File: src/rtl/cla_pkg.sv
// Shared constants and propagate/generate helpers for the pipelined
// carry-lookahead adder/subtractor.
package cla_pkg;

    localparam int unsigned CLA_WIDTH  = 64;
    localparam int unsigned CLA_GROUP  = 4;
    localparam int unsigned CLA_STAGES = 2;

    typedef struct packed {
        logic p;
        logic g;
    } pg_t;

    // Combine a more-significant span (hi) with a less-significant span (lo).
    function automatic pg_t pg_merge(input pg_t hi, input pg_t lo);
        pg_t r;
        r.p = hi.p & lo.p;
        r.g = hi.g | (hi.p & lo.g);
        return r;
    endfunction

    function automatic logic pg_carry(input pg_t span, input logic c_in);
        return span.g | (span.p & c_in);
    endfunction

endpackage

File: src/rtl/cla_group.sv
// GROUP-bit carry-lookahead cell: sum bits plus group propagate/generate.
module cla_group
    import cla_pkg::*;
#(
    parameter int unsigned GROUP = CLA_GROUP
) (
    input  logic [GROUP-1:0] a,
    input  logic [GROUP-1:0] b,
    input  logic             c_in,
    output logic [GROUP-1:0] s,
    output logic             p,
    output logic             g
);

    pg_t [GROUP-1:0] bit_pg_s;
    pg_t             span_s;
    pg_t             pfx_s;

    // Per-bit propagate/generate terms
    always_comb begin
        for (int i = 0; i < GROUP; i++) begin
            bit_pg_s[i].p = a[i] ^ b[i];
            bit_pg_s[i].g = a[i] & b[i];
        end
    end

    // Group P/G kept apart from c_in so the slice-level lookahead never loops back
    always_comb begin
        span_s = '{p: 1'b1, g: 1'b0};
        for (int i = 0; i < GROUP; i++) begin
            span_s = pg_merge(bit_pg_s[i], span_s);
        end
        p = span_s.p;
        g = span_s.g;
    end

    // Sum bits from prefix carries, each derived directly from c_in
    always_comb begin
        pfx_s = '{p: 1'b1, g: 1'b0};
        s     = '0;
        for (int i = 0; i < GROUP; i++) begin
            s[i]  = bit_pg_s[i].p ^ pg_carry(pfx_s, c_in);
            pfx_s = pg_merge(bit_pg_s[i], pfx_s);
        end
    end

endmodule

File: src/rtl/pipe_cla_addsub.sv
// Pipelined add/subtract: slice k of the carry chain is resolved in stage k,
// with a single global advance enable for backpressure.
module pipe_cla_addsub
    import cla_pkg::*;
#(
    parameter int unsigned WIDTH  = CLA_WIDTH,
    parameter int unsigned GROUP  = CLA_GROUP,
    parameter int unsigned STAGES = CLA_STAGES
) (
    input  logic             clock,
    input  logic             reset,
    input  logic             in_valid,
    output logic             in_ready,
    input  logic [WIDTH-1:0] op1,
    input  logic [WIDTH-1:0] op2,
    input  logic             sub,
    input  logic             cin,
    output logic             out_valid,
    input  logic             out_ready,
    output logic [WIDTH-1:0] sum,
    output logic             crout,
    output logic             ovf
);

    localparam int unsigned SLICE = WIDTH / STAGES;
    localparam int unsigned NGRP  = WIDTH / GROUP;
    localparam int unsigned GPS   = SLICE / GROUP;

    if ((WIDTH % (STAGES * GROUP)) != 0) begin : g_cfg_err
        $error("pipe_cla_addsub: WIDTH must be divisible by STAGES*GROUP");
    end

    logic             en_s;
    logic [WIDTH-1:0] a_s [STAGES];
    logic [WIDTH-1:0] b_s [STAGES];
    logic [STAGES-1:0] c_s;
    logic [NGRP-1:0]  gp_s;
    logic [NGRP-1:0]  gg_s;
    logic [NGRP-1:0]  gc_s;
    logic [WIDTH-1:0] gsum_s;
    logic [STAGES-1:0] slice_co_s;
    logic             msb_c_s;
    pg_t              span_s;
    pg_t              grp_s;

    logic [STAGES-1:0] valid_q;
    logic [STAGES-1:0] valid_d;
    logic             carry_q [STAGES];
    logic             carry_d [STAGES];
    logic [WIDTH-1:0] a_q   [STAGES];
    logic [WIDTH-1:0] a_d   [STAGES];
    logic [WIDTH-1:0] b_q   [STAGES];
    logic [WIDTH-1:0] b_d   [STAGES];
    logic [WIDTH-1:0] sum_q [STAGES];
    logic [WIDTH-1:0] sum_d [STAGES];
    logic             crout_q;
    logic             crout_d;
    logic             ovf_q;
    logic             ovf_d;

    // Operands and slice carry-in seen by each stage; subtraction is folded in at acceptance
    always_comb begin
        a_s[0] = op1;
        b_s[0] = op2 ^ {WIDTH{sub}};
        c_s    = '0;
        c_s[0] = sub | cin;
        for (int k = 1; k < STAGES; k++) begin
            a_s[k] = a_q[k-1];
            b_s[k] = b_q[k-1];
            c_s[k] = carry_q[k-1];
        end
    end

    for (genvar j = 0; j < NGRP; j++) begin : g_grp
        localparam int unsigned K = j / GPS;
        cla_group #(
            .GROUP (GROUP)
        ) u_grp (
            .a    (a_s[K][j*GROUP +: GROUP]),
            .b    (b_s[K][j*GROUP +: GROUP]),
            .c_in (gc_s[j]),
            .s    (gsum_s[j*GROUP +: GROUP]),
            .p    (gp_s[j]),
            .g    (gg_s[j])
        );
    end

    // Group-level lookahead inside each slice, seeded from that slice's carry-in
    always_comb begin
        gc_s       = '0;
        slice_co_s = '0;
        span_s     = '{p: 1'b1, g: 1'b0};
        grp_s      = '{p: 1'b0, g: 1'b0};
        for (int k = 0; k < STAGES; k++) begin
            span_s = '{p: 1'b1, g: 1'b0};
            for (int j = 0; j < GPS; j++) begin
                gc_s[k*GPS + j] = pg_carry(span_s, c_s[k]);
                grp_s.p         = gp_s[k*GPS + j];
                grp_s.g         = gg_s[k*GPS + j];
                span_s          = pg_merge(grp_s, span_s);
            end
            slice_co_s[k] = pg_carry(span_s, c_s[k]);
        end
    end

    // Carry into the MSB recovered from its sum bit and effective operands
    always_comb begin
        msb_c_s = gsum_s[WIDTH-1] ^ a_s[STAGES-1][WIDTH-1] ^ b_s[STAGES-1][WIDTH-1];
    end

    // Next-state: each stage inherits finished low bits and fills in its own slice
    always_comb begin
        en_s       = ~valid_q[STAGES-1] | out_ready;
        valid_d    = '0;
        valid_d[0] = in_valid;
        sum_d[0]   = '0;
        sum_d[0][SLICE-1:0] = gsum_s[SLICE-1:0];
        for (int k = 1; k < STAGES; k++) begin
            valid_d[k] = valid_q[k-1];
            sum_d[k]   = sum_q[k-1];
            sum_d[k][k*SLICE +: SLICE] = gsum_s[k*SLICE +: SLICE];
        end
        for (int k = 0; k < STAGES; k++) begin
            a_d[k]     = a_s[k];
            b_d[k]     = b_s[k];
            carry_d[k] = slice_co_s[k];
        end
        crout_d = slice_co_s[STAGES-1];
        ovf_d   = msb_c_s ^ slice_co_s[STAGES-1];
    end

    // Stage registers; everything holds together when the output is stalled
    always_ff @(posedge clock or negedge reset) begin
        if (!reset) begin
            valid_q <= '0;
            crout_q <= 1'b0;
            ovf_q   <= 1'b0;
            for (int k = 0; k < STAGES; k++) begin
                carry_q[k] <= 1'b0;
                a_q[k]     <= '0;
                b_q[k]     <= '0;
                sum_q[k]   <= '0;
            end
        end else if (en_s) begin
            valid_q <= valid_d;
            crout_q <= crout_d;
            ovf_q   <= ovf_d;
            for (int k = 0; k < STAGES; k++) begin
                carry_q[k] <= carry_d[k];
                a_q[k]     <= a_d[k];
                b_q[k]     <= b_d[k];
                sum_q[k]   <= sum_d[k];
            end
        end
    end

    assign in_ready  = en_s;
    assign out_valid = valid_q[STAGES-1];
    assign sum       = sum_q[STAGES-1];
    assign crout     = crout_q;
    assign ovf       = ovf_q;

endmodule
File: config.mk
export PLATFORM = sky130hd
export DESIGN_NAME = pipe_cla_addsub
export DESIGN_NICKNAME = d
export VERILOG_FILES = /design/src/rtl/cla_pkg.sv /design/src/rtl/cla_group.sv /design/src/rtl/pipe_cla_addsub.sv
export SDC_FILE = /design/constraint.sdc
export NUM_CORES = 1
export LEC_CHECK = 0
export ABC_AREA = 0
export CAP_MARGIN = 20
export CORE_MARGIN = 4
export CORE_UTILIZATION = 52
export DETAILED_ROUTE_END_ITERATION = 16
export PLACE_DENSITY_LB_ADDON = 0.15
export SYNTH_ARGS = -nofsm -noshare
export SYNTH_HDL_FRONTEND = slang
export SYNTH_SLANG_ARGS = --single-unit
File: constraint.sdc
create_clock -name clock -period 3.1 [get_ports clock]
set_input_delay 0.31 -clock clock [delete_from_list [all_inputs] [get_ports clock]]
set_output_delay 0.31 -clock clock [all_outputs]
set_load 0.05 [all_outputs]
==> summary.txt <==
Logic synthesis
  – Synthesis warning total: 0
  – Fraction of the yosys area taken by sequential cells: about 44%
  – Count of cell types in the netlist: between 60 and 70
  – Synthesized Nets: approximately 1200
  – Post-synthesis cell count: roughly 1000
  – Top_reg_cell synth: sky130_fd_sc_hd__dfrtp_1
  – Cell type with the largest total area after synthesis: sky130_fd_sc_hd__dfrtp_1
  – Library cell with the highest instance count after synthesis: sky130_fd_sc_hd__nand2_1
  – Cells taking the most area after synthesis: sky130_fd_sc_hd__dfrtp_1 44%, sky130_fd_sc_hd__nand2_1 11%, sky130_fd_sc_hd__ha_1 8.5%
  – Ys async rst share: 100.0%
  – Cell area after synthesis: roughly 0.0095 mm^2
  – Synth Area per Inst: 9.168 um^2
  – Number of enable flip-flop cells after synthesis: 0
  – Cell types with the highest counts after synthesis: 289 x sky130_fd_sc_hd__nand2_1, 165 x sky130_fd_sc_hd__dfrtp_1, 64 x sky130_fd_sc_hd__ha_1
  – Portion of synthesized cell area occupied by the leading cell type: roughly 44%
  – Synthesized flop and latch total: approximately 170

Drt
  – Via count: ~7700
  – Routed wirelength normalized by instance count: 14.67 um
  – Post-route DRC: 0
  – Count of routing violations after the opening detailed-route iteration: approximately 290
  – Final wirelength: approximately 22 mm
  – First-pass iteration count of the detailed router: 5
  – Routed via count divided by cell count: 5.122
  – Antenna viol nets, final: 0

Timing
  – Unrepaired setup endpoints after global routing: true
  – Final max-slew violation count: 0
  – Least setup slack across all paths after layout: approximately 0.047 ns
  – Count of final hold-check violations: 0
  – Sum of negative setup slack: 0 ns
  – Worst Skew: around 0.012 ns
  – Final period demand of the worst path: roughly 3 ns
  – Fin crit share: between 90% and 100%
  – Fmax: between 300 and 400 MHz
  – Final count of negative-setup-slack endpoints: 0
  – Max-Slew Margin vs Limit: a little under three fifths
  – Pin slew with the least headroom to its limit: 0.6575 ns

Setup path
  – Critical path capture point type: register
  – Startpoint of the lowest-slack register-to-register path: a_d[54]
  – Crit path max-delay cell type: sky130_fd_sc_hd__clkdlybuf4s50_1
  – Critical Path Stages: 12
  – Kind of launch point of the worst setup path: primary input
  – Worst path required time: approximately 3.5 ns
  – Critical Path AT: 3.40 ns
  – Classification of the worst setup path: primary input to register
  – Number of cell instances on the worst register-to-register path: 10
  – Crit path cell chain: clkdlybuf4s50_1 > xor2_1 > ha_1 > and4_1 > a21o_1 > o31ai_4 > o211ai_1 > o21ba_2 > o21a_1 > nor2_2 > fa_1 > a21oi_2
  – Slowest Stage Delay on Critical Path: ~0.47 ns
  – Launch point of the worst path: op2[4]
  – Largest fanout of any net on the critical path: 3
  – Crit path buffers/inverters: 1
  – Cell family with most CP delay: compound AO/OA/AOI/OAI gates

Global route
  – Maximum number of pins on one net before global-route repair: just under 80
  – Antenna violations before repair: 0
  – Grt total ovfl: 0
  – First-pass GRT wire length: between 30 and 40 mm
  – GRT Util Overall: 22.38%
  – Via count of the first global-routing pass: around 7700

Outcome
  – Run status: finished clean

Clock network
  – Count of H-tree levels built during CTS: 4
  – CTS Buffer Depth: 2
  – Clock insertion delay at the later pin of the skew report: between 0.4 and 0.5 ns
  – Clock sink count: roughly 170
  – Clock-pin slew reported for the worst setup and hold paths after clock tree synthesis: around 0.060 ns
  – TritonCTS clock tree: done
  – Inserted Clock Buffers: 17
  – Clk root buf: sky130_fd_sc_hd__clkbuf_16

Place
  – GPL Wtd Cong: roughly 0.86
  – Placement-stage worst setup slack: -0.3697 ns
  – HPWL after detailed placement: between 15 and 20 mm
  – Post-placement cell count: approximately 1500
  – Count of port buffers added during placement: about 200
  – Cell area reported after detailed placement: around 0.012 mm^2

Cells and area
  – Fin nets: ~1500
  – Diodes inserted: 0
  – Fraction of layout instances using a drive strength above 1: about 8.6%
  – Area growth syn-to-layout: 33.84%
  – Finished Cell Area: 0.01267 mm^2
  – Number of standard cells in the final layout excluding fillers: between 1500 and 2000

Floorplan
  – Initial Util: between 50% and 60%
  – I/O pin count: 202
  – Floorplan core area: roughly 0.018 mm^2
  – Area of the die: between 0.02 and 0.025 mm^2
  – Die Width: about 140 um
  – Vert. Die Dim: about 140 um
  – Num rows: 49

Run
  – Total of max-cap violations: 0

Power and ir drop
  – Static Leakage: ~6 nW
  – Peak ir drop on the vdd network: 0.0006563 V
  – Power per unit of standard cell area: about 770 mW/mm^2
  – Overall Power: just under 10 mW

Min path
  – Worst Hold Class: primary input to async pin
## final cells by class
type / count / area [um^2]
Fill cell: 1407 / 5289
Multi-Input combinational cell: 792 / 5092
Sequential cell: 165 / 4129
Timing Repair Buffer: 258 / 2451
Clock buffer: 20 / 446.7
Tap cell: 229 / 286.5
Clock inverter: 9 / 153.9
Inverter: 30 / 115.1
## final timing paths
kind | endpoint | slack (ns)
worst max-delay path | sum_d[28] | 0.05
worst min-delay path | sum[21] | 0.41
worst max register to register | sum[61] | 0.19
worst min register to register | sum[24] | 0.46
max in group asynchronous | valid_q[1] | 1.82
min in group clock | a_d[54] | 0.41
## layer usage
metal | routed length, um | part of all wire (%) | GRT usage (%) | up-vias
li1 | - | - | - | 3912
met1 | 9778 | 44 | 29.72 | 3599
met4 | 446 | 2.0 | 6.803 | 0
met5 | 0 | 0 | 0 | -
met2 | 10790 | 49 | 37.59 | 155
met3 | 1022 | 4.6 | 4.086 | 33
## stage by stage
step	hold WS (ns)	utilization (%)
detailed placement	0.3200	67.01
global route	0.3983	70.56
CTS	0.3992	70.40
finish	0.4075	70.56
floorplan	0.01441	-
global placement	0.3175	67.01
## logic make-up after synthesis
logic type / count (synthesis) / share of synthesized area [%]
adders and majority gates: 80 / 11.84
AOI/OAI and AO/OA: 200 / 13.33
DFF: 165 / 43.60
buffers and inverters: 76 / 3.012
muxes: 3 / 0.3435
and+or+nand+nor: 406 / 18.35
xor gates and xnor gates: 103 / 9.526
## layout by cell type, fill, tap and decap left out, drive strengths merged, types with 8 or more instances in the layout
cell type      netlist  routed
a211oi               8       8
nor2                48      48
xor2                55      55
o21ai               71      71
dfrtp              165     165
xnor2               48      48
inv                 30      31
o21a                10      10
nand3               12      12
nor3                 9       9
a21oi               57      57
nand2              289     289
buf                 15      59
clkbuf              31      20
a21o                19      19
fa                  16      16
ha                  64      64
clkdlybuf4s50        0     198
## flip-flops by register name (all words and copies together), names as in the netlist
signal and cells:
sum 64, a_d 32, b_d 32, sum_d 32, valid_q 2, c_s 1
crout 1, ovf 1
## power breakdown
group / switching (mW) / leakage [nW] / total, mW / internal [mW]
clock network: 0.841 / 0.288 / 2.20 / 1.36
registers: 0.379 / 1.95 / 3.16 / 2.78
logic: 2.71 / 3.63 / 4.42 / 1.71
total: 3.93 / 5.88 / 9.78 / 5.85
## timing repair
item,4_1_cts,5_1_grt
setup buffers,0,2
hold buffers,1,0
hold endpoints to repair,54,0
gates resized for setup,0,3
setup endpoints to repair,0,5
(Power assumes the default switching activity.)
